===== src/rtl/uart_report_scheduler.sv =====
// Round-robin scheduler sharing one decimal-ASCII UART formatter between N_REQ producers.
// Optional build macro UART_SCHED_PRIO0_EN gives requester 0 fixed priority over the rotation.
module uart_report_scheduler #(
   parameter int N_REQ     = 4,
   parameter int DATA_W    = 16,
   parameter int WD_CYCLES = 8
) (
   input  logic                       clk_i,
   input  logic                       reset_i,
   input  logic [N_REQ-1:0]           req_valid_i,
   input  logic [N_REQ*DATA_W-1:0]    req_data_i,
   output logic [N_REQ-1:0]           req_ready_o,
   output logic [DATA_W-1:0]          fmt_data_o,
   output logic                       fmt_start_o,
   input  logic                       fmt_idle_i,
   output logic [$clog2(N_REQ)-1:0]   grant_id_o,
   output logic                       busy_o,
   output logic                       wd_error_o
);

   localparam int PTR_W = $clog2(N_REQ);
   localparam int CNT_W = $clog2(WD_CYCLES + 1);

   localparam logic [1:0] S_IDLE      = 2'd0;
   localparam logic [1:0] S_ISSUE     = 2'd1;
   localparam logic [1:0] S_WAIT_BUSY = 2'd2;
   localparam logic [1:0] S_WAIT_DONE = 2'd3;

   logic [1:0]        state_q, state_d;
   logic [N_REQ-1:0]  slotFull_q, slotFull_d;
   logic [DATA_W-1:0] slotData_q [N_REQ];
   logic [N_REQ-1:0]  loadVec, clearVec;
   logic [PTR_W-1:0]  rrPtr_q, rrPtr_d;
   logic [PTR_W-1:0]  grant_q, grant_d;
   logic [DATA_W-1:0] fmtData_q, fmtData_d;
   logic [CNT_W-1:0]  wdCnt_q, wdCnt_d;
   logic              wdError_q, wdError_d;
   logic              pickValid;
   logic [PTR_W-1:0]  pickIdx;
   logic [PTR_W-1:0]  idxSel;
   logic [PTR_W-1:0]  rrNext;

   // A slot only loads while empty and only clears while full, so load and clear never collide.
   assign loadVec    = req_valid_i & ~slotFull_q;
   assign slotFull_d = (slotFull_q | loadVec) & ~clearVec;

   always_ff @(posedge clk_i) begin
      if (reset_i) begin
         slotFull_q <= '0;
         for (int i = 0; i < N_REQ; i++) slotData_q[i] <= '0;
      end else begin
         slotFull_q <= slotFull_d;
         for (int i = 0; i < N_REQ; i++) begin
            if (loadVec[i]) slotData_q[i] <= req_data_i[i*DATA_W +: DATA_W];
         end
      end
   end

   // Scan downward so the closest full slot at or after rrPtr_q is the last one written.
   always_comb begin
      pickValid = 1'b0;
      pickIdx   = '0;
      idxSel    = '0;
      for (int k = N_REQ - 1; k >= 0; k--) begin
         idxSel = PTR_W'((int'(rrPtr_q) + k) % N_REQ);
`ifdef UART_SCHED_PRIO0_EN
         if (slotFull_q[idxSel] && (idxSel != '0)) begin
`else
         if (slotFull_q[idxSel]) begin
`endif
            pickValid = 1'b1;
            pickIdx   = idxSel;
         end
      end
`ifdef UART_SCHED_PRIO0_EN
      if (slotFull_q[0]) begin
         pickValid = 1'b1;
         pickIdx   = '0;
      end
`endif
   end

   assign rrNext = (grant_q == PTR_W'(N_REQ - 1)) ? '0 : grant_q + 1'b1;

   always_comb begin
      state_d   = state_q;
      grant_d   = grant_q;
      fmtData_d = fmtData_q;
      rrPtr_d   = rrPtr_q;
      wdCnt_d   = wdCnt_q;
      wdError_d = wdError_q;
      clearVec  = '0;
      case (state_q)
         S_IDLE: begin
            if (pickValid && fmt_idle_i) begin
               grant_d   = pickIdx;
               fmtData_d = slotData_q[pickIdx];
               state_d   = S_ISSUE;
            end
         end
         S_ISSUE: begin
            wdCnt_d = '0;
            state_d = S_WAIT_BUSY;
         end
         S_WAIT_BUSY: begin
            // On expiry the slot stays full and rrPtr_q is untouched, so the same requester retries.
            if (!fmt_idle_i) begin
               state_d = S_WAIT_DONE;
            end else if (wdCnt_q == CNT_W'(WD_CYCLES - 1)) begin
               wdError_d = 1'b1;
               state_d   = S_IDLE;
            end else begin
               wdCnt_d = wdCnt_q + 1'b1;
            end
         end
         S_WAIT_DONE: begin
            if (fmt_idle_i) begin
               clearVec[grant_q] = 1'b1;
               state_d           = S_IDLE;
`ifdef UART_SCHED_PRIO0_EN
               if (grant_q != '0) rrPtr_d = rrNext;
`else
               rrPtr_d = rrNext;
`endif
            end
         end
         default: state_d = S_IDLE;
      endcase
   end

   always_ff @(posedge clk_i) begin
      if (reset_i) begin
         state_q   <= S_IDLE;
         grant_q   <= '0;
         fmtData_q <= '0;
         rrPtr_q   <= '0;
         wdCnt_q   <= '0;
         wdError_q <= 1'b0;
      end else begin
         state_q   <= state_d;
         grant_q   <= grant_d;
         fmtData_q <= fmtData_d;
         rrPtr_q   <= rrPtr_d;
         wdCnt_q   <= wdCnt_d;
         wdError_q <= wdError_d;
      end
   end

   assign req_ready_o = ~slotFull_q;
   assign fmt_data_o  = fmtData_q;
   assign fmt_start_o = (state_q == S_ISSUE);
   assign grant_id_o  = grant_q;
   assign busy_o      = (state_q != S_IDLE);
   assign wd_error_o  = wdError_q;

endmodule


===== config.mk =====
export PLATFORM = sky130hd
export DESIGN_NAME = uart_report_scheduler
export DESIGN_NICKNAME = d
export VERILOG_FILES = /design/src/rtl/uart_report_scheduler.sv
export SDC_FILE = /design/constraint.sdc
export NUM_CORES = 1
export LEC_CHECK = 0
export ABC_AREA = 0
export CAP_MARGIN = 20
export CORE_AREA = 2 2 94 96
export DETAILED_ROUTE_END_ITERATION = 12
export DIE_AREA = 0 0 96 98
export PLACE_DENSITY = 0.82
export SYNTH_ARGS = -nofsm -noshare
export SYNTH_HDL_FRONTEND = slang
export SYNTH_SLANG_ARGS = --single-unit

===== constraint.sdc =====
create_clock -name clk_i -period 4.4 [get_ports clk_i]
set_input_delay 0.88 -clock clk_i [delete_from_list [all_inputs] [get_ports clk_i]]
set_output_delay 0.88 -clock clk_i [all_outputs]
set_load 0.02 [all_outputs]

## After elaboration in Yosys (flattened, before gate mapping)

Memories as Yosys holds them, arrays and structs flattened. A register that Yosys moved wholly into a read port is not among the register bits.
Index checks and enable logic that the tools add are counted.
W data, S select, Z words.

| operators by class | value |
|---|---|
| multiplexer cells | 47 |
| equal/unequal tests | 10 |
| reductions and logical operators | 10 |
| magnitude comparators | 6 |
| add/subtract/negate cells | 5 |
| bitwise operators | 9 |

Operators by type and width:

| cell | count |
|---|---|
| $mux W16 | 4 |
| $mux W1 | 23 |
| $mux W2 | 9 |
| $mux W4 | 4 |
| $lt A2 B3 Y1 const B | 5 |
| $reduce_and A3 Y1 | 3 |
| $and A4 B4 Y4 | 2 |
| $bmux W1 S2 | 4 |
| $ne A2 B2 Y1 const B | 4 |
| $not A4 Y4 | 2 |
| $pmux W2 S4 | 1 |
| $pmux W4 S2 | 1 |
| $eq A2 B2 Y1 const B | 3 |
| $add A2 B1 Y2 const B | 2 |
| $add A2 B2 Y2 const B | 2 |
| $add A4 B1 Y4 const B | 1 |
| $eq A4 B3 Y1 const B | 1 |
| $or A1 B1 Y1 | 4 |
| $or A4 B4 Y4 | 1 |
| $reduce_and A2 Y1 | 2 |
| $reduce_bool A2 Y1 | 2 |
| $ne A3 B3 Y1 const B | 1 |
| $demux W1 S2 | 1 |
| $eq A2 B1 Y1 const B | 1 |
| 3 further kinds | 4 |

| word-level totals | value |
|---|---|
| memories | 1 |
| flip-flop bits (word level) | 15 |
| input port bits | 71 |
| bits in writable memories | 64 |
| word-level logic and storage cells | 94 |

Memories:

| memory | depth | bits a word | read ports | clocked after memory_dff | write ports | line | RTL |
|---|---|---|---|---|---|---|---|
| slotData_q | 4 | 16 | 1 | 1 | 4 | 31 | `logic [DATA_W-1:0] slotData_q [N_REQ];` |

## Depth between registers and ports, before layout

| depth | value |
|---|---|
| depth in word-level cells | 10 |
| mapped depth | 8 |

## Worst setup path after synthesis

No wires, ideal clock.

| timing path | value |
|---|---|
| path kind | input-to-reg |
| start | input reset_i |
| end | memory slotData_q[0][0], enable pin |
| library setup time | 0.375 ns |
| path slack | 2.437 ns |
| path buffers | 1 |
| stages | 2 |
| data arrival time | 1.588 ns |
| cells stage by stage | clkbuf_1 > nand2b_1 |

RTL lines:

| element | line | RTL |
|---|---|---|
| start, declared | 9 | `input logic reset_i,` |
| end, declared | 31 |  |

## Final worst setup path

| timing path | value |
|---|---|
| start | register state_q[0] |
| end | output busy_o |

| on the way | value |
|---|---|
| longest elaborated chain between the ends | 1 |

RTL lines:

| element | line | RTL |
|---|---|---|
| start, declared | 29 | `logic [1:0] state_q, state_d;` |
| start signal, assigned | 140 | `state_q <= state_d;` |
| $reduce_bool A2 Y1 | 153 | `assign busy_o = (state_q != S_IDLE);` |
| end, declared | 17 | `output logic busy_o,` |

No other way between the ends.

==> results by group <==
Clock tree
  • Root Buffer: clkbuf_8
  • Clock buffer depth: 2
  • Cts bufs inserted: 9
  • CTS-repair resized insts: 0
  • Post-CTS Hold Buffers: 0
  • Sinks on the clock net: 95
  • Clk pin slew, worst setup/hold paths: 0.09 ns
  • H-tree depth: 3
  • CTS tree: built
  • Post-CTS setup buffers: 0
  • Clk Latency, worst-skew pair: 0.35 ns

Routing
  • Final WL: between 8000 and 9000 µm
  • Metal3 WL: around 470 µm
  • Met1 wire length: 3690 µm
  • Routed vias: 2826
  • Initial DRT Pass Iterations: 4
  • DRT antenna net count: 0
  • Highest Signal Layer: met4
  • Via density: 5.22
  • WL met2: 4400 µm
  • Routed length per instance: 16.2 µm
  • Drt drc: 0
  • Initial DRC count: 132

Synth
  • Syn Inst Count: between 300 and 400
  • Yosys reg bits: 95
  • Distinct cells, synth: 41
  • Prevailing post-synth register cell: edfxtp_1
  • Synth area leader: edfxtp_1
  • Ranking of synthesized cells by area: edfxtp_1 (44%), dfxtp_1 (14%), and2_1 (9.2%), mux2i_1 (8.1%), o221ai_2 (5.5%)
  • Ys async rst share: 0%
  • Cell Area, Synth: 4340 µm²
  • Post-synth EDFFs: 64
  • Register area share after synthesis: 58.6%
  • Yosys Warn Count: 0
  • Yosys top cell area share: 44.3%
  • Post-Syn Nets: about 420
  • Post-Syn Area per Cell: ~13 µm²

Timing
  • Worst Skew: 0.0110 ns
  • Peak Freq: around 0.37 GHz
  • Minimum clock period: 2.72 ns
  • Hold_ws: 0.474 ns
  • Hold violation count in the final report: 0
  • Max Slew Vio Count: 0
  • Final setup violation count: 0
  • Setup TNS: 0 ns
  • Relative slew slack: between 20% and 30%
  • Unrepaired setup endpoints after global routing: false
  • Worst-Margin Slew: 1.12 ns
  • Final Cycle Share: 61.8%

Global routing
  • Largest net degree at the start of global routing: 25
  • Number of global-route vias before repair: 2863
  • Global Route Usage Sum: 19.9%
  • First-pass GRT wire length: 14000 µm
  • Initial antenna violation count: 0
  • Overflow after GRT: 0

Placement
  • Hpwl dp: 6590 µm
  • GPL Wtd Cong: 0.799
  • PortBufs: between 90 and 100

Setup path
  • Type of origin of the critical path: flip-flop
  • Worst path required time: 3.52 ns
  • Slowest cell delay on critical path: a little over 0.6 ns
  • Crit path max fanout: 4
  • Cells along the critical path: inv_1 -> ha_1 -> inv_1 -> clkdlybuf4s50_1
  • Critical Path AT: 1.84 ns
  • Largest delay share family, worst path: buffers and inverters
  • Crit. End Element: primary output
  • CP Buf/Inv Count: 3
  • Worst path most repeated cell: inv_1
  • R2r setup slk: 1.81 ns
  • CP max-delay cell: clkdlybuf4s50_1
  • Setup CP Type: reg -> out

Floorplan
  • Core area: 8470 µm²
  • Die area: 9410 µm²
  • IO Pins: 96
  • Die width: 96 µm
  • Die Y: 98 µm
  • Initial Util: roughly 50%
  • Std cell rows: 34

Pwr
  • Worst VDD drop: 0.172 mV
  • PD cells: approximately 370 nW/µm²
  • Leakage power: 0.00205 µW

Run status
  • Status: finished, final reports clean

Cells and area
  • Finished Core Util: 65.0%
  • Layout area overhead: 26.9%
  • Layout Nets: 509
  • Filler cell count in the final layout: between 600 and 700
  • Area of the multi-input gates: 1630 µm²
  • Share of layout cells above drive strength 1: 9.47%
  • Total inserted antenna cells: 0
  • Register area: 2540 µm²

Job
  • Max_cap viols: 0

Hold path
  • Hold Crit Class: reg -> reg
==> worst reg2reg max path, delay by kind of cell, from the launching register on <==
kind                   cells  cell delay, ns
AOI/OAI and AO/OA          3            1.12
buffers and inverters      1            0.46
DFF                        1            0.41
muxes                      1            0.34
and+or+nand+nor            1            0.15
==> per-stage QoR <==
stage                     total power [µW]  std cells  instance area [µm²]  worst slack [ns]
after floorplan                       1330        335                 4340              2.44
after global placement                1470        525                 5310              1.41
after detailed placement              1480        525                 5310              1.36
after CTS                             2030        541                 5500              1.66
after global routing                  2100        541                 5500              1.57
final                                 2020        541                 5500              1.68
==> layout by cell type, fill, tap and decap left out, types with 2 or more instances in the layout <==
master            n
a21oi_1           6
a311oi_1          4
and2_1           64
clkbuf_1          2
clkbuf_8          9
clkdlybuf4s50_1  95
clkinvlp_4        4
dfxtp_1          31
edfxtp_1         64
ha_1             10
inv_1            12
mux2i_1          35
nand2_1          24
nand2b_1          7
nand3_1           3
nor2_1           18
nor3_1            3
o21ai_0           3
o221ai_2         16
xor2_1            2
==> synth_stat cells, types with 4 or more instances <==
cell type,n
edfxtp_1,64
nor2_1,18
inv_1,12
nand2b_1,7
a21oi_1,6
ha_1,10
clkbuf_1,6
mux2i_1,35
o221ai_2,16
a311oi_1,4
dfxtp_1,31
and2_1,64
nand2_1,24
==> flip-flops by register name, indices dropped and copies added (netlist names) <==
register / count
fmt_data_o: 16
grant_id_o: 2
slotData_q: 64
slotFull_q: 4
wdCnt_q: 4
rrPtr_q: 2
state_q: 2
wd_error_o: 1
==> cell type report <==
cell class / count / area share [%]
clock inverters: 5 / 1.09
inverters: 12 / 0.819
multi-input cells: 214 / 29.6
well taps: 108 / 2.46
repair buffers: 96 / 17.4
clock buffers: 11 / 2.39
flip-flops and latches: 95 / 46.2
==> logic make-up after synthesis <==
kind of cell    share of synthesized area (%)
simple gates                             16.6
flops                                    58.6
compound gates                           9.66
mux                                      8.08
buf+inv                                  3.81
fa+ha+maj                                2.88
xor+xnor                                0.404
==> power by group <==
part | switching (µW) | internal, µW
Clock | 292 | 263
Combinational | 213 | 190
Sequential | 34.3 | 1030
==> routing by layer <==
layer / track usage, % / vias to the layer above
met2: 31.8 / 90
met4: 8.35 / 0
li1: - / 1378
met3: 3.16 / 16
met5: 0 / -
met1: 26.7 / 1342
==> path summary, 6_finish.rpt <==
path	from	depth (start not counted)	end
worst max-delay path	state_q[0]	4	busy_o
worst min-delay path	fmt_data_o[0]	2	fmt_data_o[0]
worst max register to register	slotFull_q[1]	6	fmt_data_o[4]
worst min register to register	fmt_data_o[0]	2	fmt_data_o[0]
Power figures use the tool's default switching activity.
